==> src/rtl/core_control_fsm.sv <==
// Multi-cycle FETCH/DECODE/EXECUTE/MEM/WB sequencer for the RV32I core with a memory watchdog.
// Define CORE_CTRL_INSTRET_EN to build the retired-instruction counter; otherwise instret reads 0.
module core_control_fsm #(
    parameter int unsigned MEM_TIMEOUT = 255
) (
    input  logic        clk,
    input  logic        reset,
    input  logic [6:0]  opcode,
    input  logic        branch_taken,
    input  logic        mem_ready,
    output logic        mem_req,
    output logic        mem_we,
    output logic        mem_is_ifetch,
    output logic        ir_we,
    output logic        pc_we,
    output logic [1:0]  pc_sel,
    output logic        alu_a_sel,
    output logic        alu_b_sel,
    output logic        rf_we,
    output logic [1:0]  wb_sel,
    output logic [2:0]  state_out,
    output logic        halted,
    output logic        illegal,
    output logic [31:0] instret
);
    localparam logic [2:0] S_FETCH   = 3'd0;
    localparam logic [2:0] S_DECODE  = 3'd1;
    localparam logic [2:0] S_EXECUTE = 3'd2;
    localparam logic [2:0] S_MEM     = 3'd3;
    localparam logic [2:0] S_WB      = 3'd4;
    localparam logic [2:0] S_HALT    = 3'd5;
    localparam logic [2:0] S_TRAP    = 3'd6;

    localparam logic [6:0] OP_LUI    = 7'b0110111;
    localparam logic [6:0] OP_AUIPC  = 7'b0010111;
    localparam logic [6:0] OP_JAL    = 7'b1101111;
    localparam logic [6:0] OP_JALR   = 7'b1100111;
    localparam logic [6:0] OP_BRANCH = 7'b1100011;
    localparam logic [6:0] OP_LOAD   = 7'b0000011;
    localparam logic [6:0] OP_STORE  = 7'b0100011;
    localparam logic [6:0] OP_OPIMM  = 7'b0010011;
    localparam logic [6:0] OP_OP     = 7'b0110011;
    localparam logic [6:0] OP_FENCE  = 7'b0001111;
    localparam logic [6:0] OP_SYSTEM = 7'b1110011;

    localparam int unsigned WD_W = (MEM_TIMEOUT > 1) ? $clog2(MEM_TIMEOUT + 1) : 1;
    localparam logic [WD_W-1:0] WD_LAST = WD_W'((MEM_TIMEOUT > 0) ? MEM_TIMEOUT - 1 : 0);

    logic [2:0]      state, state_nx;
    logic [WD_W-1:0] wd_cnt;
    logic            wd_expired;
    logic            is_legal;
    logic            is_lui, is_auipc, is_jal, is_jalr, is_branch;
    logic            is_load, is_store, is_op, is_fence;

    assign is_lui    = (opcode == OP_LUI);
    assign is_auipc  = (opcode == OP_AUIPC);
    assign is_jal    = (opcode == OP_JAL);
    assign is_jalr   = (opcode == OP_JALR);
    assign is_branch = (opcode == OP_BRANCH);
    assign is_load   = (opcode == OP_LOAD);
    assign is_store  = (opcode == OP_STORE);
    assign is_op     = (opcode == OP_OP);
    assign is_fence  = (opcode == OP_FENCE);

    always_comb begin
        case (opcode)
            OP_LUI, OP_AUIPC, OP_JAL, OP_JALR, OP_BRANCH,
            OP_LOAD, OP_STORE, OP_OPIMM, OP_OP, OP_FENCE: is_legal = 1'b1;
            default:                                      is_legal = 1'b0;
        endcase
    end

    // The limit cycle itself is the last chance: mem_ready there still wins.
    assign wd_expired = (MEM_TIMEOUT != 0) && (wd_cnt >= WD_LAST);

    always_comb begin
        state_nx      = state;
        mem_req       = 1'b0;
        mem_we        = 1'b0;
        mem_is_ifetch = 1'b0;
        ir_we         = 1'b0;
        pc_we         = 1'b0;
        pc_sel        = 2'd0;
        alu_a_sel     = 1'b0;
        alu_b_sel     = 1'b0;
        rf_we         = 1'b0;
        wb_sel        = 2'd0;
        halted        = 1'b0;
        illegal       = 1'b0;
        case (state)
            S_FETCH: begin
                mem_req       = 1'b1;
                mem_is_ifetch = 1'b1;
                if (mem_ready) begin
                    ir_we    = 1'b1;
                    state_nx = S_DECODE;
                end else if (wd_expired) begin
                    state_nx = S_TRAP;
                end
            end
            S_DECODE: begin
                if (opcode == OP_SYSTEM) state_nx = S_HALT;
                else if (is_legal)       state_nx = S_EXECUTE;
                else                     state_nx = S_TRAP;
            end
            S_EXECUTE: begin
                alu_a_sel = is_auipc | is_jal | is_branch;
                alu_b_sel = ~(is_op | is_branch);
                if (is_branch) begin
                    pc_we    = 1'b1;
                    pc_sel   = branch_taken ? 2'd1 : 2'd0;
                    state_nx = S_FETCH;
                end else if (is_fence) begin
                    pc_we    = 1'b1;
                    state_nx = S_FETCH;
                end else if (is_load || is_store) begin
                    state_nx = S_MEM;
                end else begin
                    state_nx = S_WB;
                end
            end
            S_MEM: begin
                mem_req = 1'b1;
                mem_we  = is_store;
                if (mem_ready) begin
                    if (is_store) begin
                        pc_we    = 1'b1;
                        state_nx = S_FETCH;
                    end else begin
                        state_nx = S_WB;
                    end
                end else if (wd_expired) begin
                    state_nx = S_TRAP;
                end
            end
            S_WB: begin
                rf_we    = 1'b1;
                pc_we    = 1'b1;
                wb_sel   = is_load ? 2'd1 : (is_jal || is_jalr) ? 2'd2 : is_lui ? 2'd3 : 2'd0;
                pc_sel   = is_jal ? 2'd1 : is_jalr ? 2'd2 : 2'd0;
                state_nx = S_FETCH;
            end
            S_HALT:  halted  = 1'b1;
            S_TRAP:  illegal = 1'b1;
            default: state_nx = S_TRAP;
        endcase
        // State is already FETCH during reset, so the outputs need explicit gating.
        if (!reset) begin
            mem_req       = 1'b0;
            mem_is_ifetch = 1'b0;
            ir_we         = 1'b0;
            pc_we         = 1'b0;
        end
    end

    assign state_out = state;

    always_ff @(posedge clk or negedge reset) begin
        if (!reset) state <= S_FETCH;
        else        state <= state_nx;
    end

    always_ff @(posedge clk or negedge reset) begin
        if (!reset)
            wd_cnt <= '0;
        else if (mem_ready || ((state_nx != state) && (state_nx == S_FETCH || state_nx == S_MEM)))
            wd_cnt <= '0;
        else if (mem_req && (wd_cnt != '1))
            wd_cnt <= wd_cnt + WD_W'(1);
    end

`ifdef CORE_CTRL_INSTRET_EN
    logic [31:0] instret_q;

    // Every retire is exactly one pc_we cycle; wraps naturally at 2^32.
    always_ff @(posedge clk or negedge reset) begin
        if (!reset)     instret_q <= '0;
        else if (pc_we) instret_q <= instret_q + 32'd1;
    end

    assign instret = instret_q;
`else
    assign instret = '0;
`endif

endmodule
==> config.mk <==
export PLATFORM = sky130hd
export DESIGN_NAME = core_control_fsm
export DESIGN_NICKNAME = d
export VERILOG_FILES = /design/src/rtl/core_control_fsm.sv
export SDC_FILE = /design/constraint.sdc
export NUM_CORES = 1
export LEC_CHECK = 0
export CORE_ASPECT_RATIO = 1.75
export CORE_MARGIN = 1.5
export CORE_UTILIZATION = 42
export DETAILED_ROUTE_END_ITERATION = 6
export PLACE_DENSITY = 0.85
export SYNTH_ARGS = -nofsm -noshare
export SYNTH_HDL_FRONTEND = slang
export SYNTH_SLANG_ARGS = --single-unit
==> constraint.sdc <==
create_clock -name clk -period 1.9 [get_ports clk]
set_input_delay 0.285 -clock clk [delete_from_list [all_inputs] [get_ports clk]]
set_output_delay 0.285 -clock clk [all_outputs]
set_load 0.05 [all_outputs]
==> impl.org <==
** Global route
- The first global-routing pass estimated roughly 5.5 mm of wire.
- Overflow after GRT :: 0
- Via count of the first global-routing pass :: 1291
- For this run, the total global-route usage over all layers was measured as 0.205.
- Entering global routing, the biggest net connects 13 pins.
- The initial antenna violation count was 0.

** Layout
- Share of layout cells above drive strength 1 :: 0.387
- The repair_antennas step left the layout with diodes totalling 0.
- # fillers :: between 200 and 250
- The finished cells cover 0.00201 mm^2.
- Area growth syn-to-layout :: 51.8%
- Measured on the finished design, the core utilization comes to 0.678.
- Final standard cell count with taps included and fillers excluded :: 264
- For this run, the post-layout net count is ~240.

** Timing
- Share of the cycle needed by the critical path after routing :: 1.02
- Unrepaired setup endpoints after global routing :: true
- Max Transition Viols Final :: 0
- Final Skew :: ~0.74 ps
- Total of endpoints with negative setup slack in the final report :: 3
- Max Freq :: 516 MHz
- Fin. Hold Viols :: 0
- Least setup slack across all paths after layout :: -37.6 ps
- The smallest clock period supported by the final layout is computed as 1940 ps.
- Post-Route Setup TNS :: -80.1 ps

** Clock tree
- In this run the number of H-tree levels came out at 1.
- Maximum clock path buffer count :: 2
- The root buffer cell chosen for the clock tree is sky130_fd_sc_hd__clkbuf_8.
- Clock latency on the worst-skew pair, taken at its later pin, is around 240 ps.
- Number of clock sinks :: 11
- Total of hold buffers inserted after clock tree synthesis :: 0
- Clock-pin slew of the registers on the worst-case setup and hold paths :: approximately 50 ps
- TritonCTS built the clock tree.
- Number of buffers added by the clock tree synthesis step :: 3

** Detailed routing
- DR iter-0 viols :: 40
- In the routed layout, each cell is associated on average with a via count of 5.05.
- For this run, design rule violations remaining after detail routing come to 0.
- Via Count :: between 1000 and 1500
- Routed len/inst :: approximately 13 um
- The final layout contains routed wiring with a total length of 3.45 mm.
- The count of nets left with antenna violations once routing finished came out at 0.
- Number of optimization iterations in the first detailed-route pass :: 4

** Critical path
- The worst setup path is launched from a flip-flop.
- Category of the most critical setup path :: flip-flop to primary output
- For the worst setup path, the data required time is 1620 ps.
- Critical Path Max Stage Delay :: around 440 ps
- In this run the critical register-to-register path is captured at wd_cnt[2].
- In this run the worst setup path begins at state_out[0].
- Crit path capture type :: primary output
- The largest individual stage delay along the critical path comes from the cell sky130_fd_sc_hd__dfrtp_2.
- The worst register-to-register path begins at state_out[0].
- Critical path data arrival time :: 1650 ps
- Flop-to-flop setup slack :: 90 ps
- The signal on the critical path passes through nor2_4 -> and2_4 -> and3_4 -> nand2_4 -> nor3b_4 -> buf_12.
- Maximum net fanout on the critical path :: 4
- The worst register-to-register path has a depth of 5.

** Synth
- Fraction of post-synthesis cell area in the top cell type by area :: 0.208
- After synthesis, the mean cell area works out to slightly below 8 um^2.
- Cells after Synth :: roughly 170
- Leading area contributor after synthesis :: sky130_fd_sc_hd__dfrtp_1
- Synthesized flop and latch total :: 11
- Library cells used by synthesis :: 44
- Yosys warning total :: 0
- Async set-reset flop share out of synthesis :: 1.00
- Top area cells in the synthesized netlist :: sky130_fd_sc_hd__dfrtp_1 21%, sky130_fd_sc_hd__buf_4 18%, sky130_fd_sc_hd__nor3_1 3.8%
- Post-synth EDFFs :: 0
- The synthesized netlist occupies a cell area of 0.00132 mm^2.
- The most used flip-flop cell after synthesis is sky130_fd_sc_hd__dfrtp_1.
- Sequential share of the synthesized area :: 0.208

** Floorplan
- From left edge to right edge, the die measures 45.4 um.
- Area of the core :: between 0.002 and 0.003 mm^2
- In this run the count of I/O pins placed on the die edge is 60.
- Effective utilization at floorplan :: 0.447
- The floorplan step set the die height to 77.2 um.
- Total die area :: 0.00351 mm^2
- The initialized floorplan defines 26 standard-cell rows.

** Power and ir drop
- P per Cell Area :: 1020 mW/mm^2
- Max IR drop VDD :: 0.000734 V
- Pleak :: 0.909 nW
- Total chip power :: 2.05 mW

** Placement
- The wire-length estimate of the detail-placed layout is 2.76 mm.
- Including well taps, the total number of placed cells is approximately 250.
- At the end of routability-driven placement, the weighted congestion stood at 0.887.
- Buffers on Ports :: 27
- Total cell area at the placement stage :: 0.00189 mm^2

** Min path
- The path class of the tightest hold or removal check is input port to async pin.

** Outcome
- Status :: finished with violations
- Failing checks :: negative setup slack

** Job
- Max-cap violations in this run came to 0.
-- sequential cells by signal, indices dropped and copies added, names as in the netlist --
signal	cells
wd_cnt	8
state_out	3
-- logic make-up after synthesis --
family,share of synthesized area
flip-flops,0.208
AND/OR/NAND/NOR,0.337
XOR/XNOR,0.0530
multiplexers,0.00757
AO/OA/AOI/OAI,0.152
adder cells (fa/ha/maj),0.0189
buffers and inverters,0.220
other,0.00284
-- placed cells by master (no fill, tap or decap), types with 2 or more instances in the layout --
| cell | n |
|---|---|
| sky130_fd_sc_hd__a21oi_1 | 7 |
| sky130_fd_sc_hd__a22oi_1 | 2 |
| sky130_fd_sc_hd__a31oi_1 | 2 |
| sky130_fd_sc_hd__and2_1 | 2 |
| sky130_fd_sc_hd__and3_1 | 3 |
| sky130_fd_sc_hd__and4_1 | 3 |
| sky130_fd_sc_hd__buf_12 | 13 |
| sky130_fd_sc_hd__buf_4 | 36 |
| sky130_fd_sc_hd__clkbuf_2 | 2 |
| sky130_fd_sc_hd__clkbuf_8 | 3 |
| sky130_fd_sc_hd__clkdlybuf4s50_1 | 3 |
| sky130_fd_sc_hd__conb_1 | 32 |
| sky130_fd_sc_hd__dfrtp_1 | 8 |
| sky130_fd_sc_hd__dfrtp_2 | 3 |
| sky130_fd_sc_hd__dlygate4sd2_1 | 5 |
| sky130_fd_sc_hd__ha_1 | 2 |
| sky130_fd_sc_hd__inv_1 | 3 |
| sky130_fd_sc_hd__nand2_1 | 9 |
| sky130_fd_sc_hd__nand2b_1 | 3 |
| sky130_fd_sc_hd__nand3_1 | 6 |
| sky130_fd_sc_hd__nand4_1 | 2 |
| sky130_fd_sc_hd__nor2_1 | 8 |
| sky130_fd_sc_hd__nor2_2 | 2 |
| sky130_fd_sc_hd__nor2_4 | 3 |
| sky130_fd_sc_hd__nor2b_1 | 4 |
| sky130_fd_sc_hd__nor3_1 | 5 |
| sky130_fd_sc_hd__nor3_2 | 2 |
| sky130_fd_sc_hd__nor3_4 | 4 |
| sky130_fd_sc_hd__nor3b_1 | 3 |
| sky130_fd_sc_hd__o21ai_0 | 3 |
| sky130_fd_sc_hd__or2_2 | 2 |
| sky130_fd_sc_hd__or4b_1 | 2 |
| sky130_fd_sc_hd__xnor2_1 | 4 |
| sky130_fd_sc_hd__xor2_1 | 4 |
-- report_power, final --
group	total, mW	switching (mW)	internal (mW)
logic	1.46	0.869	0.594
clock network	0.235	0.0910	0.144
registers	0.352	0.0701	0.282
total	2.05	1.03	1.02
-- through the flow --
stage                     hold WS, ps  setup slack (ps)
after global routing              447             -93.8
final                             432             -37.6
after floorplan                 -10.6              -250
after CTS                         434             -45.1
after detailed placement          581              -276
after global placement            563              -264
-- cell usage after synthesis (all sizes together), types with 3 or more instances --
master	number
xor2	4
and3	4
nand2b	4
buf	37
nor3b	4
nor2b	5
inv	3
nand3	7
and4	3
dfrtp	11
clkbuf	4
nand2	10
nor2	13
nor3	11
xnor2	4
o21ai	5
and2	3
a21oi	7
-- routing by layer --
| metal | GRT usage | vias to the layer above | share of wire |
|---|---|---|---|
| met4 | 0.0853 | 0 | 0.029 |
| met2 | 0.383 | 58 | 0.58 |
| met1 | 0.206 | 619 | 0.34 |
| met5 | 0 | - | 0 |
| met3 | 0.0282 | 11 | 0.051 |
| li1 | - | 644 | - |
-- worst max-delay path: cells and delay by family, from the launching register on --
kind,cells,cell delay (ps)
buffers and inverters,1,160
DFF,1,440
and+or+nand+nor,5,800
-- layout make-up --
class	instances	area, um^2	area share
inverters	3	11.3	0.00561
flip-flops and latches	11	279	0.139
clock buffers	3	41.3	0.0206
well taps	42	52.6	0.0262
repair buffers	59	614	0.306
multi-input cells	145	1000	0.500
clock inverters	1	5.00	0.00249
-- worst max-delay path by stage --
stage	slack (ps)	endpoint
6_report	-40	wb_sel[1]
5_1_grt	-90	wb_sel[1]
4_1_cts	-50	wb_sel[1]
3_5_place_dp	-280	wd_cnt[2]
3_3_place_gp	-260	pc_we
2_1_floorplan	-250	pc_we
-- timing repair --
item,in CTS,in global routing
gates cloned,0,0
pin swaps,8,6
gates resized for setup,13,6
buffers inserted,4,3
setup endpoints to repair,9,7
Note: power is estimated with default switching activity, not from simulation.
